### src/rtl/toplama_cikarma_seri.sv
`timescale 1ns/1ps
// Serial fixed-point adder/subtractor for the calculator datapath.
// Each cycle one ADIM-bit chunk is added, least significant chunk first.
// The exact (GENISLIK+1)-bit result is extended to 2*GENISLIK bits and
// shifted up by KESIR. This matches the result layout of the other
// arithmetic units.
module toplama_cikarma_seri #(
  parameter int GENISLIK = 32,
  parameter int KESIR    = 16,
  parameter int ADIM     = 1,
  parameter int ISARETLI = 1
) (
  input  logic                    clk,
  input  logic                    rst,
  input  logic                    basla,
  input  logic                    islem,
  input  logic [GENISLIK-1:0]     sayi1,
  input  logic [GENISLIK-1:0]     sayi2,
  output logic [2*GENISLIK-1:0]   sonuc,
  output logic                    hazir,
  output logic                    gecerli,
  output logic                    tasma
);

  localparam int N  = GENISLIK / ADIM;
  localparam int CW = (N > 1) ? $clog2(N) : 1;

  typedef enum logic {BOS, HESAP} durum_t;

  durum_t                state_reg, state_next;
  logic [CW-1:0]         cnt_reg;
  logic [GENISLIK-1:0]   a_reg, b_reg, s_reg;
  logic                  carry_reg;

  logic [31:0]           base;
  logic [ADIM-1:0]       a_chunk, b_chunk, sum_chunk;
  logic                  c_out;
  logic                  msb_cin;
  logic                  last_chunk;
  logic [GENISLIK-1:0]   s_fin;
  logic [GENISLIK:0]     r_exact;
  logic [2*GENISLIK-1:0] r_ext;
  logic                  ov;

  assign hazir      = (state_reg == BOS);
  assign last_chunk = (cnt_reg == CW'(N - 1));

  // Chunk adder: select the current chunk, add it with the running carry,
  // and assemble the full sum word as it stands after the final chunk.
  always_comb begin
    base                       = 32'(cnt_reg) * 32'(ADIM);
    a_chunk                    = a_reg[base +: ADIM];
    b_chunk                    = b_reg[base +: ADIM];
    {c_out, sum_chunk}         = {1'b0, a_chunk} + {1'b0, b_chunk} + (ADIM + 1)'(carry_reg);
    // Carry into the top bit of the word. It is only meaningful on the last chunk.
    msb_cin                    = sum_chunk[ADIM-1] ^ a_chunk[ADIM-1] ^ b_chunk[ADIM-1];
    s_fin                      = s_reg;
    s_fin[(N-1)*ADIM +: ADIM]  = sum_chunk;
  end

  generate
    if (ISARETLI != 0) begin : g_isaretli
      // Signed operands: the exact sign bit is A^B'^cout.
      // Overflow means the carries into and out of the MSB disagree.
      always_comb begin
        r_exact = {a_chunk[ADIM-1] ^ b_chunk[ADIM-1] ^ c_out, s_fin};
        ov      = c_out ^ msb_cin;
        r_ext   = {{(GENISLIK-1){r_exact[GENISLIK]}}, r_exact};
      end
    end else begin : g_isaretsiz
      logic sub_reg;

      // Remember the operation, because unsigned add and subtract interpret cout differently.
      always_ff @(posedge clk) begin
        if (rst) begin
          sub_reg <= 1'b0;
        end else if (hazir && basla) begin
          sub_reg <= islem;
        end
      end

      // Unsigned operands: cout is either bit GENISLIK of the sum or the inverted borrow.
      always_comb begin
        r_exact = sub_reg ? {1'b0, s_fin} : {c_out, s_fin};
        ov      = sub_reg ? ~c_out : c_out;
        r_ext   = {{(GENISLIK-1){1'b0}}, r_exact};
      end
    end
  endgenerate

  // State register.
  always_ff @(posedge clk) begin
    if (rst) begin
      state_reg <= BOS;
    end else begin
      state_reg <= state_next;
    end
  end

  // Next state: leave idle on a start, return to idle after the last chunk.
  always_comb begin
    state_next = state_reg;
    case (state_reg)
      BOS:     if (basla) state_next = HESAP;
      HESAP:   if (last_chunk) state_next = BOS;
      default: state_next = BOS;
    endcase
  end

  // Datapath: capture operands on accept, then run one chunk per cycle.
  // Publish the result on the last chunk.
  always_ff @(posedge clk) begin
    if (rst) begin
      cnt_reg   <= '0;
      a_reg     <= '0;
      b_reg     <= '0;
      s_reg     <= '0;
      carry_reg <= 1'b0;
      sonuc     <= '0;
      tasma     <= 1'b0;
      gecerli   <= 1'b0;
    end else begin
      gecerli <= 1'b0;
      if (state_reg == BOS) begin
        if (basla) begin
          a_reg     <= sayi1;
          b_reg     <= islem ? ~sayi2 : sayi2;
          carry_reg <= islem;
          cnt_reg   <= '0;
        end
      end else begin
        s_reg[base +: ADIM] <= sum_chunk;
        carry_reg           <= c_out;
        if (last_chunk) begin
          cnt_reg <= '0;
          sonuc   <= r_ext << KESIR;
          tasma   <= ov;
          gecerli <= 1'b1;
        end else begin
          cnt_reg <= cnt_reg + 1'b1;
        end
      end
    end
  end

endmodule

### config.mk
export PLATFORM = sky130hd
export DESIGN_NAME = toplama_cikarma_seri
export DESIGN_NICKNAME = d
export VERILOG_FILES = /design/src/rtl/toplama_cikarma_seri.sv
export SDC_FILE = /design/constraint.sdc
export NUM_CORES = 1
export LEC_CHECK = 0
export ABC_AREA = 1
export CORE_ASPECT_RATIO = 0.9
export CORE_UTILIZATION = 46
export CTS_CLUSTER_DIAMETER = 50
export CTS_CLUSTER_SIZE = 28
export DETAILED_ROUTE_END_ITERATION = 6
export HOLD_SLACK_MARGIN = 0.1
export PLACE_DENSITY = 0.76
export SYNTH_ARGS = -nofsm -noshare
export SYNTH_HDL_FRONTEND = slang
export SYNTH_SLANG_ARGS = --single-unit
### constraint.sdc
create_clock -name clk -period 2.52 [get_ports clk]
set_input_delay 0.378 -clock clk [delete_from_list [all_inputs] [get_ports clk]]
set_output_delay 0.378 -clock clk [all_outputs]
set_load 0.05 [all_outputs]
==> results of run 1 <==
[area by class of cell]
type / count / area, µm²
repair buffers: 169 / 1680
inverters: 48 / 195
multi-input cells: 568 / 3210
clock buffers: 20 / 447
flip-flops and latches: 137 / 2750
well taps: 168 / 210
fillers: 1107 / 4700
clock inverters: 12 / 173
[tightest hold or removal path: cells and delay by family (launching register included)]
kind / cells / cell delay [ns]
DFF: 1 / 0.29
AOI/OAI and AO/OA: 1 / 0.05
buffers and inverters: 1 / 0.06
[where the power goes]
group	internal [mW]	total (mW)	leakage (nW)	switching, mW
Clock	1.68	2.63	0.300	0.955
Sequential	2.26	2.31	1.12	0.0528
Combinational	0.359	0.859	1.95	0.500
[layout by cell type (no fill, tap or decap), types with 2 or more instances in the layout]
cell | netlist | routed
a211oi_1 | 3 | 2
a21oi_1 | 71 | 59
a21oi_2 | 0 | 12
a22o_1 | 27 | 27
buf_12 | 0 | 6
buf_4 | 34 | 37
buf_6 | 2 | 6
bufinv_16 | 0 | 4
clkbuf_1 | 34 | 2
clkbuf_16 | 0 | 17
clkdlybuf4s50_1 | 0 | 117
clkinv_2 | 0 | 4
clkinv_4 | 0 | 2
clkinvlp_4 | 0 | 2
conb_1 | 1 | 16
dfxtp_1 | 137 | 136
ha_1 | 8 | 6
inv_1 | 42 | 36
inv_2 | 6 | 9
nand2_1 | 95 | 84
nand2_2 | 2 | 13
nand3_1 | 49 | 35
nand3_2 | 0 | 13
nand4_1 | 8 | 8
nor2_1 | 117 | 104
nor2_2 | 2 | 12
nor2_4 | 1 | 4
nor3_1 | 7 | 4
nor3_2 | 2 | 4
o211ai_1 | 6 | 6
o21ai_0 | 109 | 94
o21ai_1 | 4 | 17
o21ai_2 | 0 | 2
xnor2_1 | 34 | 33
[worst max path at each step]
stage               cells after the start  slack (ns)                      to                     from
floorplan                              17        0.02  s_reg[20]$_SDFFE_PP0P_  cnt_reg[0]$_SDFFE_PP0P_
global placement                       14        0.01  s_reg[14]$_SDFFE_PP0P_  cnt_reg[0]$_SDFFE_PP0P_
detailed placement                     16       -0.08  s_reg[20]$_SDFFE_PP0P_  cnt_reg[0]$_SDFFE_PP0P_
CTS                                    13       0.002  s_reg[27]$_SDFFE_PP0P_  cnt_reg[0]$_SDFFE_PP0P_
global route                           17       -0.35  s_reg[20]$_SDFFE_PP0P_  cnt_reg[0]$_SDFFE_PP0P_
finish                                 17       -0.20  s_reg[20]$_SDFFE_PP0P_  cnt_reg[0]$_SDFFE_PP0P_
[through the flow]
step / hold slack (ns) / instance area, µm² / instances
floorplan: 0.425 / 6370 / 838
global placement: 0.437 / 7560 / 1067
detailed placement: 0.446 / 7560 / 1067
CTS: 0.455 / 8400 / 1119
global route: 0.485 / 8660 / 1122
finish: 0.450 / 8660 / 1122
[layer usage]
layer  GRT usage, %  up-vias
met3           5.82       33
met5              0        -
met1           31.1     2760
met2           37.0      204
li1               -     2934
met4           10.0        0
[repair_timing]
item,4_1_cts,5_1_grt
setup endpoints to repair,27,33
cloned,1,0
hold buffers,0,0
pin swaps,10,21
setup buffers,19,3
resized for setup,21,73
[cells by family after synthesis]
family | after synthesis | synth area share [%]
buffers and inverters | 133 | 10.5
DFF | 137 | 43.5
adders and majority gates | 10 | 2.22
and+or+nand+nor | 284 | 18.9
AOI/OAI and AO/OA | 222 | 19.7
xor gates and xnor gates | 36 | 5.13
other | 1 | 0.0595
==> metrics.txt, run 1 <==
Post-synth EDFFs=0; type of origin of the critical path=register; total CTS buffers=17; Root Driver=clkbuf_16; max FFs per register=33; crit path max fanout=11; post-synthesis cell count=823; wire length per cell=14.7 µm; RSZ-0062 raised after global routing=yes; Worst Path Buf+Inv=4; Setup Skew=0.00618 ns; CP top delay family=simple AND/OR/NAND/NOR gates; core region area=13400 µm²; reg2reg end=s_reg[20]$_SDFFE_PP0P_; first-pass GRT wire length=26900 µm; Worst EP arrival=3.08 ns; Critical Path RT=2.88 ns; CP max-delay cell=fa_2; Min Clock Period, post-route=2.72 ns; leading area contributor after synthesis=dfxtp_1; clk_lat worst skew=0.42 ns; Iter 0 DRT Violations=475; post-route ant nets=0; Synth area leaders=dfxtp_1, o21ai_0, nor2_1; Final Slew Violations=0; vias in the first global route=5579; Die X-Extent=125 µm; pin count of the biggest net entering global routing=98; Synth Area per Inst=7.65 µm²; met3 wire length=911 µm; Hold Fails Final Rpt=0; Max clock buf depth=2; most common flop cell mapped by yosys=dfxtp_1; crit path cell chain=inv_8 > buf_16 > nand2_1 > nand3_2 > nand3_2 > nand2_1 > nand2_1 > nand3_2 > nand2_2 > inv_2 > fa_2 > inv_2 > nor3_4 > nand2_2 > nor2_2 > nand4_1 > a21oi_1; cell area after synthesis=6300 µm²; GRT Total Usage=23.6%; wire length on met2=7570 µm; via/cell ratio=5.29; ratio of final minimum period to clock period=108%; DRT Wirelength=16500 µm; Hold/Removal Path Class=reg2reg; CTS Sinks=137; Setup crit end kind=register; n_diodes=0; WL met1=7690 µm; most frequent cells after synthesis=dfxtp_1, nor2_1, o21ai_0; Residual DRC=12; Initial Utilization=47.1%; H-tree levels=4; Ys Warns=0; r2r worst-path depth=17; setup tns final=-0.820 ns; clock slew at reported path FFs=0.06 ns; fmax=368 MHz; Critical Path Max Stage Delay=0.58 ns; Top Layer Used=met4; Post-synth ARST share=0%; worst reg2reg startpoint=cnt_reg[0]$_SDFFE_PP0P_; post-route setup slack=-0.199 ns; row cnt=40; nets@finish=1019; drt first pass iters=7; hold wc startpoint=s_reg[16]$_SDFFE_PP0P_; r2r setup slk=-0.20 ns; post-synth top area share=43.5%; critical path class=reg2reg; # IOs=135; initial antenna violation count=0; Worst Hold Endpoint=s_reg[16]$_SDFFE_PP0P_; worst-margin pin slew=0.890 ns; Max-Slew Margin vs Limit=40.6%; Die ar.=14200 µm²; register area share after synthesis=43.5%; Post-DP HPWL=10000 µm; failing checks=design-rule violations, negative setup slack; Yosys cell types=31; final core utilization=64.8%; total number of vias=5931; status=finished, violations left; GRT Residual Overflow=0; Setup-failing EPs final=16; layout cell share with drive strength beyond 1=17.1%; Port Buf Inserts=118; pre-CTS setup slack=-0.0813 ns; CTS tree=yes; power per cell area=670 nW/µm²; Max IR drop VDD=0.395 mV; max-cap viol count=0; Hold Crit Depth=2; Placer Congestion=0.867; Die Y=113 µm; Seq cells post-synth=137; overall power=5.80 mW; count leader, synth=dfxtp_1; leakage=3.37 nW; area added between synthesis and finish=37.5%
Power figures use the tool's default switching activity.
==> run 2: changes to the inputs <==
--- a/config.mk
+++ b/config.mk
@@ -7,12 +7,13 @@
 export LEC_CHECK = 0
 export ABC_AREA = 1
 export CORE_ASPECT_RATIO = 0.9
-export CORE_UTILIZATION = 46
-export CTS_CLUSTER_DIAMETER = 50
+export CORE_UTILIZATION = 50
+export CTS_CLUSTER_DIAMETER = 60
 export CTS_CLUSTER_SIZE = 28
 export DETAILED_ROUTE_END_ITERATION = 6
+export DONT_BUFFER_PORTS = 1
 export HOLD_SLACK_MARGIN = 0.1
-export PLACE_DENSITY = 0.76
+export PLACE_DENSITY = 0.68
 export SYNTH_ARGS = -nofsm -noshare
 export SYNTH_HDL_FRONTEND = slang
 export SYNTH_SLANG_ARGS = --single-unit
==> metrics.txt, run 2 (synthesized netlist as in run 1, its figures left out) <==
Worst Path Buf+Inv=5; max FFs per register=33; fmax=385 MHz; H-tree levels=4; Iter 0 DRT Violations=450; Setup crit end kind=register; Die Y=108 µm; Residual DRC=0; initial antenna violation count=0; post-route ant nets=0; DP Area=6370 µm²; final instance area=7500 µm²; Hold/Removal Path Class=in2reg; status=finished, violations left; hold_ws=0.0150 ns; first-pass GRT wire length=24900 µm; Placer Congestion=0.830; Die X-Extent=120 µm; Max IR drop VDD=0.503 mV; n_diodes=0; pre-CTS setup slack=-0.0657 ns; pin count of the biggest net entering global routing=59; GRT Total Usage=24.4%; layout cell share with drive strength beyond 1=15.5%; most common cell after layout, fill and taps aside=dfxtp_1; crit path max fanout=14; power per cell area=742 nW/µm²; nets@finish=906; Critical Path RT=2.88 ns; Min Clock Period, post-route=2.60 ns; failing checks=negative setup slack; CP top delay family=adder cells; clk_lat worst skew=0.43 ns; Initial Utilization=51.7%; clock slew at reported path FFs=0.06 ns; Worst EP arrival=2.96 ns; Die ar.=13100 µm²; wire length per cell=15.3 µm; Root Driver=clkbuf_16; type of origin of the critical path=register; ratio of final minimum period to clock period=103%; via/cell ratio=5.41; worst-margin pin slew=0.864 ns; Port Buf Inserts=0; area added between synthesis and finish=19.1%; max-cap viol count=0; CTS Sinks=137; critical path class=reg2reg; Setup Skew=0.00811 ns; total number of vias=5412; crit path cell chain=inv_8 > buf_12 > a21oi_1 > o21ai_1 > o211ai_1 > nand3_1 > nand2_1 > nand2_1 > nand2_2 > fa_2 > nand2_1 > inv_2 > buf_6 > nand3_4 > nor2_1 > inv_1 > a21oi_1; Max-Slew Margin vs Limit=42.0%; Critical Path Max Stage Delay=0.59 ns; Max clock buf depth=2; Post-DP HPWL=9660 µm; post-route setup slack=-0.0799 ns; CTS tree=yes; drt first pass iters=5; Hold Fails Final Rpt=0; RSZ-0062 raised after global routing=yes; crit-path most repeated cell=nand2_1; # IOs=135; Final Slew Violations=0; overall power=5.56 mW; Setup-failing EPs final=15; most frequent cells in the layout=dfxtp_1, nor2_1, o21ai_0; core region area=12200 µm²; row cnt=38; leakage=2.94 nW; GRT Residual Overflow=0; vias in the first global route=5240; total CTS buffers=17; CP max-delay cell=fa_2; DRT Wirelength=15300 µm
==> run 2: cell count changes in the layout (fill, tap and decap cells not counted), moves of 2 or more <==
cell             previous run  this run
buf_4                      37        21
clkdlybuf4s50_1           117         0
dlygate4sd3_1               0        21
nand2_1                    84        88
nand2_2                    13         9
nand3_1                    35        42
nand3_2                    13         6
nor2_1                    104       106
nor2_2                     12         8
nor2_4                      4         6
o21ai_0                    94        97
o21ai_1                    17        15
==> run 2: cell type report <==
class	count	area, µm²
fill	1073	4670
multi-input combinational	568	3140
sequential	137	2750
timing repair buffer	56	614
clock buffer	19	454
tap	160	200
inverter	48	190
clock inverter	12	149
==> run 2: repair_timing <==
item,in CTS,in global routing
cloned,1,0
hold endpoints to repair,26,7
gates resized for setup,21,49
pin swaps,6,10
buffers inserted,6,4
hold buffers,20,1
endpoints found under the setup margin,19,32
==> run 2: metrics by stage <==
step,utilization (%),std cells,TNS (ns)
CTS,60.0,995,-0.0185
detailed placement,52.4,937,-0.0918
finish,61.6,1000,-0.662
global placement,52.4,937,0
floorplan,-,838,0
global route,61.6,1000,-5.01
==> run 2: final timing paths <==
kind	startpoint	cells after the start	to	slack, ns
worst max-delay path	cnt_reg[0]$_SDFFE_PP0P_	17	s_reg[10]$_SDFFE_PP0P_	-0.08
worst min-delay path	rst	1	s_reg[0]$_SDFFE_PP0P_	0.02
worst max register to register	cnt_reg[0]$_SDFFE_PP0P_	17	s_reg[10]$_SDFFE_PP0P_	-0.08
worst min register to register	s_reg[24]$_SDFFE_PP0P_	2	s_reg[24]$_SDFFE_PP0P_	0.46
==> run 2: metal layers <==
layer / up-vias / routed length [µm] / track usage [%]
met5: - / 0 / 0
met4: 0 / 219 / 8.55
met3: 18 / 1100 / 7.70
met2: 189 / 6720 / 37.4
met1: 2492 / 7220 / 32.4
li1: 2713 / - / -
==> run 2: where the power goes <==
part	internal [mW]	leakage [nW]	switching, mW	total, mW
Clock	1.60	0.297	0.930	2.53
Sequential	2.26	1.12	0.0551	2.31
Combinational	0.281	1.53	0.439	0.720
